**src/rtl/attention_softmax_norm_pkg.sv**
```systemverilog
// rtl/attention_softmax_norm_pkg.sv - shared constants for the softmax normalisation stage
package attn_softmax_pkg;

    // FSM state encoding
    localparam logic [2:0] S_IDLE     = 3'd0;
    localparam logic [2:0] S_SUM      = 3'd1;
    localparam logic [2:0] S_NRM_REQ  = 3'd2;
    localparam logic [2:0] S_NRM_WAIT = 3'd3;
    localparam logic [2:0] S_NRM_DIV  = 3'd4;
    localparam logic [2:0] S_ROW_NEXT = 3'd5;
    localparam logic [2:0] S_DONE     = 3'd6;

    // 1.0 in Q16.16
    localparam logic [31:0] Q16_ONE = 32'h0001_0000;

    // Quotient bits 16..0 produced one per cycle
    localparam int DIV_ITERS = 17;

endpackage

```
**src/rtl/seq_frac_udiv.sv**
```systemverilog
// rtl/seq_frac_udiv.sv - 17-step restoring divider returning floor(dividend*2^16/divisor)
module seq_frac_udiv
    import attn_softmax_pkg::*;
#(
    parameter int DIVIDEND_W = 32,
    parameter int DIVISOR_W  = 34
) (
    input  logic                 clk,
    input  logic                 rst_n,
    input  logic                 load,
    input  logic [DIVIDEND_W-1:0] dividend,
    input  logic [DIVISOR_W-1:0] divisor,
    output logic                 busy,
    output logic                 div_done,
    output logic [16:0]          quotient
);

    // One spare bit so the shifted remainder (< 2*divisor) never overflows
    localparam int REM_W = ((DIVIDEND_W > DIVISOR_W) ? DIVIDEND_W : DIVISOR_W) + 1;

    logic [REM_W-1:0] rem;
    logic [REM_W-1:0] rem_sh;
    logic [REM_W-1:0] rem_next;
    logic [REM_W-1:0] dsr_ext;
    logic [DIVISOR_W-1:0] dsr;
    logic [4:0]       iter;
    logic             ge;

    // First step compares the raw dividend (integer bit), later steps shift first
    always_comb begin
        dsr_ext  = {{(REM_W-DIVISOR_W){1'b0}}, dsr};
        rem_sh   = (iter == 5'd0) ? rem : (rem << 1);
        ge       = (rem_sh >= dsr_ext);
        rem_next = ge ? (rem_sh - dsr_ext) : rem_sh;
    end

    // Iteration sequencer: quotient bits shift in MSB first
    always_ff @(posedge clk or negedge rst_n) begin
        if (!rst_n) begin
            rem      <= '0;
            dsr      <= '0;
            iter     <= '0;
            busy     <= 1'b0;
            div_done <= 1'b0;
            quotient <= '0;
        end else begin
            div_done <= 1'b0;
            if (load) begin
                rem      <= {{(REM_W-DIVIDEND_W){1'b0}}, dividend};
                dsr      <= divisor;
                iter     <= '0;
                busy     <= 1'b1;
                quotient <= '0;
            end else if (busy) begin
                rem      <= rem_next;
                quotient <= {quotient[15:0], ge};
                iter     <= iter + 5'd1;
                if (iter == 5'(DIV_ITERS - 1)) begin
                    busy     <= 1'b0;
                    div_done <= 1'b1;
                end
            end
        end
    end

endmodule

```
**src/rtl/attention_softmax_norm.sv**
```systemverilog
// rtl/attention_softmax_norm.sv - row-wise softmax normalisation of the exp matrix into P
module attention_softmax_norm
    import attn_softmax_pkg::*;
#(
    parameter int T     = 4,
    parameter int T_W   = (T <= 1) ? 1 : $clog2(T),
    parameter int SUM_W = 32 + T_W
) (
    input  logic           clk,
    input  logic           rst_n,
    input  logic           exp_done,
    output logic           exp_re,
    output logic [T_W-1:0] exp_tq,
    output logic [T_W-1:0] exp_tk,
    input  logic [31:0]    exp_rdata,
    input  logic           exp_rvalid,
    input  logic           prob_re,
    input  logic [T_W-1:0] prob_tq,
    input  logic [T_W-1:0] prob_tk,
    output logic [31:0]    prob_rdata,
    output logic           prob_rvalid,
    output logic           busy,
    output logic           norm_done
);

    logic [2:0]       state;
    logic [T_W-1:0]   tq;
    logic [T_W-1:0]   tk;
    logic [T_W:0]     iss_cnt;
    logic [T_W:0]     rsp_cnt;
    logic [SUM_W-1:0] sum;
    logic             exp_done_q;
    logic             trigger;
    logic             sum_zero;
    logic             div_load;
    logic             div_busy;
    logic             div_done;
    logic [16:0]      div_q;
    logic             wr_en;
    logic [31:0]      wr_data;
    logic [31:0]      prob_mat [T][T];

    // Request/write decode; a zero row is filled without touching the upstream port
    always_comb begin
        trigger  = exp_done & ~exp_done_q;
        sum_zero = (sum == '0);
        exp_re   = ((state == S_SUM) && (iss_cnt < (T_W+1)'(T))) ||
                   ((state == S_NRM_REQ) && !sum_zero);
        exp_tq   = tq;
        exp_tk   = (state == S_SUM) ? iss_cnt[T_W-1:0] : tk;
        div_load = (state == S_NRM_WAIT) && exp_rvalid && !div_busy;
        wr_en    = ((state == S_NRM_REQ) && sum_zero) ||
                   ((state == S_NRM_DIV) && div_done);
        wr_data  = sum_zero ? 32'd0 : {15'd0, div_q};
    end

    seq_frac_udiv #(
        .DIVIDEND_W (32),
        .DIVISOR_W  (SUM_W)
    ) u_div (
        .clk      (clk),
        .rst_n    (rst_n),
        .load     (div_load),
        .dividend (exp_rdata),
        .divisor  (sum),
        .busy     (div_busy),
        .div_done (div_done),
        .quotient (div_q)
    );

    // Control FSM: sum a row, then divide each entry by the row sum
    always_ff @(posedge clk or negedge rst_n) begin
        if (!rst_n) begin
            state      <= S_IDLE;
            tq         <= '0;
            tk         <= '0;
            iss_cnt    <= '0;
            rsp_cnt    <= '0;
            sum        <= '0;
            exp_done_q <= 1'b0;
            busy       <= 1'b0;
            norm_done  <= 1'b0;
        end else begin
            exp_done_q <= exp_done;
            case (state)
                S_IDLE: begin
                    if (trigger) begin
                        norm_done <= 1'b0;
                        busy      <= 1'b1;
                        tq        <= '0;
                        tk        <= '0;
                        iss_cnt   <= '0;
                        rsp_cnt   <= '0;
                        sum       <= '0;
                        state     <= S_SUM;
                    end
                end
                S_SUM: begin
                    if (iss_cnt < (T_W+1)'(T)) iss_cnt <= iss_cnt + 1'b1;
                    if (exp_rvalid) begin
                        sum     <= sum + SUM_W'(exp_rdata);
                        rsp_cnt <= rsp_cnt + 1'b1;
                        if (rsp_cnt == (T_W+1)'(T - 1)) begin
                            tk    <= '0;
                            state <= S_NRM_REQ;
                        end
                    end
                end
                S_NRM_REQ: begin
                    if (sum_zero) begin
                        if (tk == T_W'(T - 1)) state <= S_ROW_NEXT;
                        else                   tk    <= tk + 1'b1;
                    end else begin
                        state <= S_NRM_WAIT;
                    end
                end
                S_NRM_WAIT: begin
                    if (div_load) state <= S_NRM_DIV;
                end
                S_NRM_DIV: begin
                    if (div_done) begin
                        if (tk == T_W'(T - 1)) begin
                            state <= S_ROW_NEXT;
                        end else begin
                            tk    <= tk + 1'b1;
                            state <= S_NRM_REQ;
                        end
                    end
                end
                S_ROW_NEXT: begin
                    if (tq == T_W'(T - 1)) begin
                        state <= S_DONE;
                    end else begin
                        tq      <= tq + 1'b1;
                        sum     <= '0;
                        iss_cnt <= '0;
                        rsp_cnt <= '0;
                        state   <= S_SUM;
                    end
                end
                S_DONE: begin
                    busy      <= 1'b0;
                    norm_done <= 1'b1;
                    state     <= S_IDLE;
                end
                default: state <= S_IDLE;
            endcase
        end
    end

    // P storage write port (contents survive reset)
    always_ff @(posedge clk) begin
        if (wr_en) prob_mat[tq][tk] <= wr_data;
    end

    // Registered read port; same-cycle write is not bypassed
    always_ff @(posedge clk or negedge rst_n) begin
        if (!rst_n) begin
            prob_rvalid <= 1'b0;
            prob_rdata  <= '0;
        end else begin
            prob_rvalid <= prob_re;
            prob_rdata  <= prob_re ? prob_mat[prob_tq][prob_tk] : 32'd0;
        end
    end

endmodule

```
**config.mk**
```make
export PLATFORM = sky130hd
export DESIGN_NAME = attention_softmax_norm
export DESIGN_NICKNAME = d
export VERILOG_FILES = /design/src/rtl/attention_softmax_norm_pkg.sv /design/src/rtl/seq_frac_udiv.sv /design/src/rtl/attention_softmax_norm.sv
export SDC_FILE = /design/constraint.sdc
export NUM_CORES = 1
export LEC_CHECK = 0
export ABC_AREA = 1
export BUFFER_PORTS_ARGS = -buffer_cell sky130_fd_sc_hd__buf_2
export CORE_MARGIN = 2
export CORE_UTILIZATION = 55
export DETAILED_ROUTE_END_ITERATION = 12
export PLACE_DENSITY = 0.72
export SYNTH_ARGS = -nofsm -noshare
export SYNTH_HDL_FRONTEND = slang
export SYNTH_HIERARCHICAL = 1
export SYNTH_SLANG_ARGS = --single-unit
```
**constraint.sdc**
```tcl
create_clock -name clk -period 6.4 [get_ports clk]
set_input_delay 0.32 -clock clk [delete_from_list [all_inputs] [get_ports clk]]
set_output_delay 0.32 -clock clk [all_outputs]
set_load 0.1 [all_outputs]
```
# --- Word-level counts from Yosys, hierarchy flattened ---
# Memory sizes are Yosys's and may differ from the RTL's.
# Index checks and enable logic that the tools add are counted.
totals:
  regBits: 176
  ram_bits: 272
  in_bits: 41
  output_inout_bits: 40
  elab_cells: 135
  memories: 1
memory_table:
  columns: ["name", "depth", "width", "rd", "rd_ports_with_merged_regs", "write_ports", "line", "text"]
  rows:
  - ["prob_mat", 4, 68, 1, 0, 1, "attention_softmax_norm.sv:41", "logic [31:0] prob_mat [T][T];"]
classes:
  n_addsub: 7
  n_lt_le_gt_ge: 5
  n_eq_ne: 19
  n_mux: 57
  n_bitwise: 4
  reduce_logical: 25
ops:
  columns: ["operator", "count"]
  rows:
  - ["2-to-1 mux 35 bit", 4]
  - ["2-to-1 mux 128 bit", 1]
  - ["2-to-1 mux 32 bit", 4]
  - ["2-to-1 mux 34 bit", 3]
  - ["one-hot mux 34 bit (3 select lines)", 1]
  - ["binary-select mux 32 bit (select 2 bit)", 1]
  - ["demux 32 bit (select 2 bit)", 1]
  - ["2-to-1 mux 17 bit", 3]
  - ["2-to-1 mux 3 bit", 13]
  - ["greater-or-equal comparator 35 x 34 -> 1 bit", 1]
  - ["subtractor 35 x 34 -> 35 bit", 1]
  - ["adder 34 x 32 -> 34 bit", 1]
  - ["zero test 34 bit", 1]
  - ["one-hot mux 3 bit (3 select lines)", 2]
  - ["one-hot mux 3 bit (6 select lines)", 1]
  - ["2-to-1 mux 2 bit", 8]
  - ["AND reduction 6 bit", 2]
  - ["2-to-1 mux 5 bit", 2]
  - ["inequality test 2 bit, second input constant", 5]
  - ["equality test 3 x 2 -> 1 bit, second input constant", 3]
  - ["equality test 3 bit, second input constant", 3]
  - ["2-to-1 mux 1 bit", 9]
  - ["one-hot mux 2 bit (4 select lines)", 1]
  - ["AND reduction 4 bit", 2]
  - ["other kinds (26)", 44]

# --- Logic depth before layout (Yosys ltp) ---
# Gate-level depths: netlist of run 1.
depth:
  ltp_word: 6
  mapped_depth: 23
  depth_no_buf: 22

# --- Cells and area by module ---
# The synthesis of run 1 kept the hierarchy.
by_module_without_submodules:
  columns: ["mod", "n_inst", "cells_per_inst", "area_each_um2", "seq_area_each_um2"]
  rows:
  - ["attention_softmax_norm", 1, 1528, 15828.9, 9869.5]
  - ["seq_frac_udiv", 1, 1086, 7099.3, 2327.2]

# --- Worst setup path after synthesis of run 1 ---
# No wires, ideal clock.
synth_timing:
  path_kind: "reg-to-output"
  startpoint: "reg state[1]"
  endpoint: "out exp_re"
  arrival_time_ps: 2949
  required_time_ps: 6080
  setup_slack_ps: 3131
  stages_incl_launch_ff: 6
  n_path_buf: 0
  cell_sequence: "dfrtp_1 inv_1 nand2_2 nor2_4 inv_2 o21ai_0"
synth_via:
  elab_chain_len: 3
  elab_cells_between_ends: 5
  cone_classes: "2 x eq/ne; 3 x reduce/logical"
synth_rtl:
  columns: ["item", "line", "text"]
  rows:
  - ["from (decl)", "attention_softmax_norm.sv:26", "logic [2:0] state;"]
  - ["from (signal assigned)", "attention_softmax_norm.sv:74", "state <= S_IDLE;"]
  - ["from (signal assigned)", "attention_softmax_norm.sv:95", "state <= S_SUM;"]
  - ["from (signal assigned)", "attention_softmax_norm.sv:105", "state <= S_NRM_REQ;"]
  - ["equality test 3 x 1 -> 1 bit / equality test 3 x 2 -> 1 bit (equally long branches)", "attention_softmax_norm.sv:47, attention_softmax_norm.sv:48", null]
  - ["logical AND 1 bit, on equally long branches", "attention_softmax_norm.sv:47, attention_softmax_norm.sv:48", null]
  - ["logical OR 1 bit *", "attention_softmax_norm.sv:47", "exp_re = ((state == S_SUM) && (iss_cnt < (T_W+1)'(T))) ||"]
  - ["to (decl)", "attention_softmax_norm.sv:12", "output logic exp_re,"]
# Every way passes the cells marked *; elsewhere a longest branch is shown, timed or not.

# --- Final worst setup path of run 1 ---
layout_timing:
  startpoint: "reg u_div.iter[0]"
  endpoint: "reg u_div.rem[27]"
layout_via:
  elab_chain_len: 6
  elab_cells_between_ends: 7
  cone_classes: "1 x add/sub; 1 x order compare; 4 x mux; 1 x reduce/logical"
layout_rtl:
  columns: ["item", "line", "text"]
  rows:
  - ["from (decl)", "seq_frac_udiv.sv:26", "logic [4:0] iter;"]
  - ["from (signal assigned)", "seq_frac_udiv.sv:57", "iter <= iter + 5'd1;"]
  - ["zero test 5 bit *", "seq_frac_udiv.sv:32", "rem_sh = (iter == 5'd0) ? rem : (rem << 1);"]
  - ["2-to-1 mux 35 bit *", "seq_frac_udiv.sv:32", null]
  - ["subtractor 35 x 34 -> 35 bit / greater-or-equal comparator 35 x 34 -> 1 bit (equally long branches)", "seq_frac_udiv.sv:34, seq_frac_udiv.sv:33", null]
  - ["2-to-1 mux 35 bit *", "seq_frac_udiv.sv:34", "rem_next = ge ? (rem_sh - dsr_ext) : rem_sh;"]
  - ["2-to-1 mux 35 bit *", "seq_frac_udiv.sv:54", "end else if (busy) begin"]
  - ["2-to-1 mux 35 bit *", "seq_frac_udiv.sv:48", "if (load) begin"]
  - ["to (signal assigned)", "seq_frac_udiv.sv:49", "rem <= {{(REM_W-DIVIDEND_W){1'b0}}, dividend};"]
  - ["to (signal assigned)", "seq_frac_udiv.sv:55", "rem <= rem_next;"]
  - ["to (decl)", "seq_frac_udiv.sv:21", "logic [REM_W-1:0] rem;"]
# Every way passes the cells marked *; elsewhere a longest branch is shown, timed or not. The select of a mux whose other input is x is not followed.
# A chain may end at the register's enable or synchronous reset.

==> results.yml, run 1 <==
drt:
  drc_errors: 0
  routed_wl_microns: 65300
  post_drt_wl_per_cell_microns: 20.3
  ant_nets: 0
  vias: 18700
  drtIter0Drc: 1766
  via_per_inst: 5.79
  drtPass1Iterations: 6
synthesis:
  synthFlopType: "edfxtp_1"
  ys.warnings.count: 6
  synth_edf_count: 272
  synth.distinct_cells: 53
  synth_area_leaders: "edfxtp_1 (36%), dfrtp_1 (18%), nand2_1 (10%)"
  synth_area_sq_um: 22900
  ys_ff_latch: 433
  synthCells: 2614
  yosysSeqAreaShare_pct: 53.2
  ys_async_sr_fraction_pct: 37.2
  synth_most_common_cell: "nand2_1"
  synth_area_leader_cell: "edfxtp_1"
  syn_avg_cell_area_sq_um: 8.77
  yosys.area.top_type_share_pct: 35.6
  synth_common_cells: "nand2_1 (612), nor2_1 (314), inv_1 (303)"
placed_design:
  portBuffers: 65
  pre_cts_ws_ps: 2080
  dp_hpwl_microns: 43500
  gp_congestion: 1.02
sta:
  final_max_slew_viol_count: 0
  skew_ps: 34.0
  fin_crit_ps: 4500
  slew_headroom_pct: 23.0
  setup_ws_ps: 1900
  finalHoldViolCount: 0
  tightest_slew_ps: 1150
  rsz0062_at_grt: "false"
  setup-violations-final: 0
  fin_crit_sh_pct: 70.3
  final.setup.tns_ps: 0
  max_freq_mhz: 222
floorplanning:
  core-area_sq_um: 41000
  dieArea_sq_um: 43300
  die_w_microns: 208
  core.rowCount: 74
  pin_count: 81
  initial_utilization_pct: 55.9
  dieHeight_microns: 208
setup_path:
  path_cells: "inv_1, ha_1, nand3_2, buf_4, inv_1, o21ai_0, ha_1, nand2_1, inv_1, nand2_1, nand3_1, a21oi_1, nand3_1, nand2_2, nand2_8, or2_2, nand3_1, nand2_1"
  reg2reg_slack_ps: 1900
  critical_path_class: "flop to flop"
  crit_required_ps: 6880
  max_stage_delay_ps: 830
  reg2reg_depth: 18
  crit_arrival_ps: 4980
  crit_fanout: 64
  cp_num_buf_inv: 4
  timing.rr.start: "u_div/iter[0]$_DFFE_PN0P_"
  r2r_end: "u_div/rem[27]$_DFFE_PN0P_"
  cp_slowest_cell: "inv_1"
  critPathCaptureType: "flop"
  start_kind: "flop"
  critPathTopFamily: "simple AND/OR/NAND/NOR gates"
power_and_ir_drop:
  switching_share_pct: 44.1
  ir_drop_mv: 0.315
  p_leak_uw: 0.0110
  switchingPower_uw: 5500
  power_frac_seq_pct: 31.2
  combPwrFrac_pct: 47.6
  p_per_area_nw_per_um2: 495
  p_int_uw: 6980
  clock_power_share_pct: 21.2
status:
  status: "finished, final reports clean"
cts:
  clk_pin_slew_ps: 60
  cts_made_buffers: 45
  h-tree-depth: 2
  cts_tree: "built"
  clock_latency_ps: 600
  post_cts_buffers: 0
  clock-sinks: 433
  clk_path_buf_depth: 3
  root_buffer: "clkbuf_16"
layout:
  areaGrowthSynthToFinish_pct: 9.95
  layout.nets: 2778
  drive_gt1_share_pct: 7.91
hold_path:
  hp-start: "exp_rdata[5]"
  hold_path_class: "input pin to flop"
  worst_hold_path.endpoint: "u_div/rem[5]$_DFFE_PN0P_"
  holdPathStages: 3
global_routing:
  overflow: 0
  met1_usage_pct: 38.7
  met2_usage_pct: 50.5
  grt_start_max_net_pins: 96
  antenna_found_initial: 4
  grt_pass1_vias: 17900
  met3_usage_pct: 4.05
  grt_use_total_pct: 30.0
  grt-busiest-layer: "met2"
  grt_pass1_wl_microns: 100000
job:
  cap_violations: 0
==> power groups by stage <==
stage | clock (uW) | sequential, uW | combinational, uW
2_1_floorplan | 0 | 3970 | 4360
3_3_place_gp | 0 | 3930 | 5700
3_5_place_dp | 0 | 3940 | 5810
4_1_cts | 2680 | 3890 | 5830
5_1_grt | 2790 | 3930 | 6650
6_report | 2640 | 3900 | 5940
==> logic make-up after synthesis <==
group | Yosys count | synth area share (%)
simple gates | 1119 | 20.1
buf+inv | 424 | 7.61
compound gates | 533 | 13.7
fa+ha+maj | 81 | 4.49
other cells | 1 | 0.0164
flops | 433 | 53.2
xor+xnor | 23 | 0.879
==> repair_timing <==
action,in CTS,in global routing
endpoints found under the hold margin,67,0
hold buffers,4,0
resized for setup,0,0
==> worst register-to-register path, cell delays in order, from the launching register on <==
cell	delay, ps
dfrtp_1	380
inv_1	130
ha_1	230
nand3_2	90
buf_4	270
inv_1	850
o21ai_0	280
ha_1	400
nand2_1	110
inv_1	60
nand2_1	60
nand3_1	100
a21oi_1	140
nand3_1	200
nand2_2	260
nand2_8	250
or2_2	480
nand3_1	80
nand2_1	60
==> final cells by class <==
type	count	area, sq um
inverters	313	1180
fillers	3483	15800
repair buffers	92	559
clock buffers	64	1290
well taps	532	666
clock inverters	19	209
flip-flops and latches	433	12200
diodes	2	5.00
multi-input cells	1771	9110
==> through the flow <==
| step | hold slack, ps | cell area [sq um] | cells | total power (uW) | util (%) |
|---|---|---|---|---|---|
| floorplan | 24.4 | 23000 | 2628 | 8330 | - |
| global placement | 370 | 23700 | 3137 | 9640 | 57.7 |
| detailed placement | 377 | 23700 | 3137 | 9740 | 57.7 |
| CTS | 8.02 | 25200 | 3224 | 12400 | 61.4 |
| global route | 29.7 | 25200 | 3225 | 13400 | 61.5 |
| finish | 34.4 | 25200 | 3226 | 12500 | 61.5 |
==> sequential cells by signal, summed over array words and instances, names as in the netlist, 5 cells and up <==
register	cells
u_div/rem	35
sum	34
prob_mat	272
u_div/quotient	17
u_div/dsr	34
u_div/iter	5
prob_rdata	17
==> routing by layer <==
metal	vias up	share of wire (%)
met2	760	48
met3	181	7.1
met1	8870	40
li1	8859	-
met4	4	4.7
met5	-	0.034
==> placed cells by master, fill, tap and decap left out, types with 7 or more instances in the layout <==
master,n
nand2_1,612
inv_1,303
nor2_1,297
edfxtp_1,272
o21ai_0,239
dfrtp_1,161
nand3_1,116
a21oi_1,86
ha_1,79
buf_2,63
o221ai_1,54
o22ai_1,47
clkbuf_16,47
o21ai_1,29
a22oi_1,27
buf_4,23
xnor2_1,20
o211ai_1,18
nor2_2,16
nand4_1,15
conb_1,15
o21bai_1,14
nor3_1,12
clkbuf_1,12
nand2_2,10
nand3b_1,9
clkinv_2,8
nor2_4,7
==> worst max path at each step <==
stage                                    from                        end  slack, ps  cells past startpoint
global route        u_div/iter[0]$_DFFE_PN0P_  u_div/rem[26]$_DFFE_PN0P_       1510                     18
global placement    u_div/iter[0]$_DFFE_PN0P_  u_div/rem[18]$_DFFE_PN0P_       2230                     21
detailed placement  u_div/iter[0]$_DFFE_PN0P_  u_div/rem[26]$_DFFE_PN0P_       2080                     18
finish              u_div/iter[0]$_DFFE_PN0P_  u_div/rem[27]$_DFFE_PN0P_       1900                     18
CTS                 u_div/iter[0]$_DFFE_PN0P_  u_div/rem[27]$_DFFE_PN0P_       2070                     18
floorplan                state[1]$_DFFE_PN0P_                     exp_re       3130                      5
(Power assumes the default switching activity.)
==> run 2: changes to the inputs <==
--- a/config.mk
+++ b/config.mk
@@ -5,12 +5,12 @@
 export SDC_FILE = /design/constraint.sdc
 export NUM_CORES = 1
 export LEC_CHECK = 0
-export ABC_AREA = 1
+export ABC_AREA = 0
 export BUFFER_PORTS_ARGS = -buffer_cell sky130_fd_sc_hd__buf_2
 export CORE_MARGIN = 2
 export CORE_UTILIZATION = 55
 export DETAILED_ROUTE_END_ITERATION = 12
-export PLACE_DENSITY = 0.72
+export PLACE_DENSITY = 0.75
 export SYNTH_ARGS = -nofsm -noshare
 export SYNTH_HDL_FRONTEND = slang
 export SYNTH_HIERARCHICAL = 1
==> constraint.sdc (replaced) <==
create_clock -name clk -period 3.7 [get_ports clk]
set_input_delay 0.185 -clock clk [delete_from_list [all_inputs] [get_ports clk]]
set_output_delay 0.185 -clock clk [all_outputs]
set_load 0.1 [all_outputs]
==> results.yml, run 2 <==
status:
  status: "finished, violations left"
  violations: "setup timing"
floorplanning:
  initial_utilization_pct: 56.0
  dieHeight_microns: 203
  core-area_sq_um: 38800
  pin_count: 81
  core.rowCount: 72
  dieArea_sq_um: 41200
  die_w_microns: 203
hold_path:
  hold_path_class: "input pin to flop"
  holdPathStages: 4
  worst_hold_path.endpoint: "u_div/rem[22]$_DFFE_PN0P_"
  hp-start: "exp_rdata[22]"
setup_path:
  critical_path_class: "flop to flop"
  r2r_end: "u_div/rem[34]$_DFFE_PN0P_"
  reg2reg_slack_ps: -4
  start_kind: "flop"
  crit_arrival_ps: 4230
  reg2reg_depth: 18
  crit_required_ps: 4220
  path_cells: "inv_1, ha_2, nand2_2, nor2_4, buf_6, clkbuf_16, mux2_2, ha_4, buf_4, nand4_1, buf_4, nor3_2, o21ai_2, nand3b_1, nand4_1, a211o_1, a211oi_2, a311o_1"
  critPathCaptureType: "flop"
  cp_slowest_cell: "dfrtp_1"
  timing.rr.start: "u_div/iter[0]$_DFFE_PN0P_"
  crit_fanout: 7
  max_stage_delay_ps: 380
layout:
  final_common_cell: "edfxtp_1"
  areaGrowthSynthToFinish_pct: 18.0
  largest_register: "prob_mat"
  seq_area_sq_um: 12200
  top_regs: "prob_mat (272), u_div/rem (35)"
  antennaDiodeCount: 0
  finalNonFillerCells: 2369
  layout.nets: 1938
  drive_gt1_share_pct: 23.4
  multi_input_comb_area_sq_um: 9290
  utilization_pct: 66.1
  mostFrequentLayoutCells: "edfxtp_1 (272), dfrtp_1 (160), nand2_1 (101), a21oi_1 (88), mux4_2 (85)"
  largest_reg_flops: 272
  fillers: 2709
sta:
  skew_ps: 17.6
  fin_crit_ps: 3700
  rsz0062_at_grt: "true"
  setup-violations-final: 1
  final_max_slew_viol_count: 0
  tightest_slew_ps: 1120
  hold_slack_ps: 61.4
  max_freq_mhz: 270
  finalHoldViolCount: 0
  slew_headroom_pct: 24.9
  setup_ws_ps: -3.67
  fin_crit_sh_pct: 100
placed_design:
  dp_cells: 2243
  pre_cts_ws_ps: -108
  dp_hpwl_microns: 34000
  gp_congestion: 0.942
  portBuffers: 65
synthesis:
  synthFlopType: "edfxtp_1"
  yosys.area.top_type_share_pct: 37.5
  ys_async_sr_fraction_pct: 37.2
  syn_avg_cell_area_sq_um: 13.0
  synth_common_cells: "edfxtp_1 (272), dfrtp_1 (161), nand2_1 (104)"
  yosysSeqAreaShare_pct: 56.1
  synth_edf_count: 272
  synth_most_common_cell: "edfxtp_1"
  ys_ff_latch: 433
  synth_area_leader_cell: "edfxtp_1"
  synth.distinct_cells: 79
  synthCells: 1673
  synth_area_sq_um: 21800
  ys.warnings.count: 6
  synth_area_leaders: "edfxtp_1 (38%), dfrtp_1 (19%), mux4_2 (8.8%)"
power_and_ir_drop:
  p_leak_uw: 0.0100
  ir_drop_mv: 0.468
  p_per_area_nw_per_um2: 886
global_routing:
  grt-busiest-layer: "met2"
  met2_usage_pct: 47.8
  met1_usage_pct: 32.9
  met3_usage_pct: 3.58
  grt_use_total_pct: 26.9
  antenna_found_initial: 0
  grt_pass1_vias: 14500
  grt_pass1_wl_microns: 83700
  overflow: 0
  grt_start_max_net_pins: 154
job:
  cap_violations: 0
drt:
  routed_wl_microns: 55800
  drc_errors: 0
  ant_nets: 0
  vias: 14600
  via_per_inst: 6.15
  drtPass1Iterations: 6
  post_drt_wl_per_cell_microns: 23.6
  drtIter0Drc: 1321
cts:
  clock_latency_ps: 590
  root_buffer: "clkbuf_16"
  clk_pin_slew_ps: 70
  clk_path_buf_depth: 3
  clock-sinks: 433
  cts_tree: "built"
  h-tree-depth: 2
  cts_made_buffers: 45
## run 2: cell count changes after synthesis, sizes merged, moves of 34 or more
| cell | change |
|---|---|
| inv | -251 |
| mux2 | +37 |
| mux2i | +47 |
| mux4 | +85 |
| nand2 | -519 |
| nand3 | -88 |
| nor2 | -245 |
| nor3b | +34 |
| o21ai | -170 |
| o221ai | -51 |
| o22ai | -44 |
## run 2: worst max-delay path by stage
stage | start | end | slack [ps] | cells after the start
after CTS | u_div/iter[0]$_DFFE_PN0P_ | u_div/rem[5]$_DFFE_PN0P_ | 5 | 18
after global routing | u_div/iter[1]$_DFFE_PN0P_ | u_div/rem[34]$_DFFE_PN0P_ | -120 | 18
after detailed placement | u_div/iter[0]$_DFFE_PN0P_ | u_div/rem[8]$_DFFE_PN0P_ | -110 | 18
after floorplan | u_div/iter[0]$_DFFE_PN0P_ | u_div/rem[26]$_DFFE_PN0P_ | 10 | 17
after global placement | u_div/iter[0]$_DFFE_PN0P_ | u_div/rem[9]$_DFFE_PN0P_ | 50 | 18
final | u_div/iter[0]$_DFFE_PN0P_ | u_div/rem[34]$_DFFE_PN0P_ | -4 | 18
## run 2: kinds of logic after synthesis
logic type | share of synthesized area [%]
AO/OA/AOI/OAI | 11.1
XOR/XNOR | 2.50
adder cells (fa/ha/maj) | 4.73
buffers and inverters | 3.41
flip-flops | 56.1
multiplexers | 12.9
other | 0.0172
AND/OR/NAND/NOR | 9.26
## run 2: routing by layer
metal  vias up  part of all wire (%)
met3       127                   4.8
li1       6588                     -
met1      7339                    39
met5         -                     0
met2       514                    52
met4         0                   4.3
## run 2: cell type report
cell class              count  area share, %
inverters                  59          0.862
repair buffers            192           6.74
flip-flops and latches    433           47.5
clock buffers              57           4.80
multi-input cells        1085           36.2
well taps                 518           2.52
clock inverters            25           1.37
## run 2: worst max-delay path: cells and delay by family (launching register included)
kind	cells	cell delay [ps]
AND/OR/NAND/NOR	6	940
AO/OA/AOI/OAI	4	740
buffers and inverters	5	730
adder cells (fa/ha/maj)	2	460
flip-flops	1	380
multiplexers	1	380
## run 2: where the power goes
| group | switching, uW | total [uW] | internal, uW |
|---|---|---|---|
| Sequential | 596 | 6830 | 6230 |
| Combinational | 6270 | 11100 | 4780 |
| Clock | 1940 | 4870 | 2930 |
## run 2: what timing repair did
item / CTS / global route
hold buffers: 34 / 0
buffers inserted: 2 / 5
endpoints found under the setup margin: 33 / 35
hold endpoints to repair: 112 / 0
pin swaps: 1 / 19
gates cloned: 0 / 3
gates resized for setup: 0 / 79
## run 2: per-stage QoR
stage | power (uW) | area (sq um) | setup TNS (ps)
finish | 22700 | 25700 | -3.67
global route | 24000 | 25700 | -1690
CTS | 21700 | 25200 | 0
detailed placement | 16700 | 23200 | -1000
global placement | 16500 | 23200 | 0
floorplan | 14000 | 21800 | 0
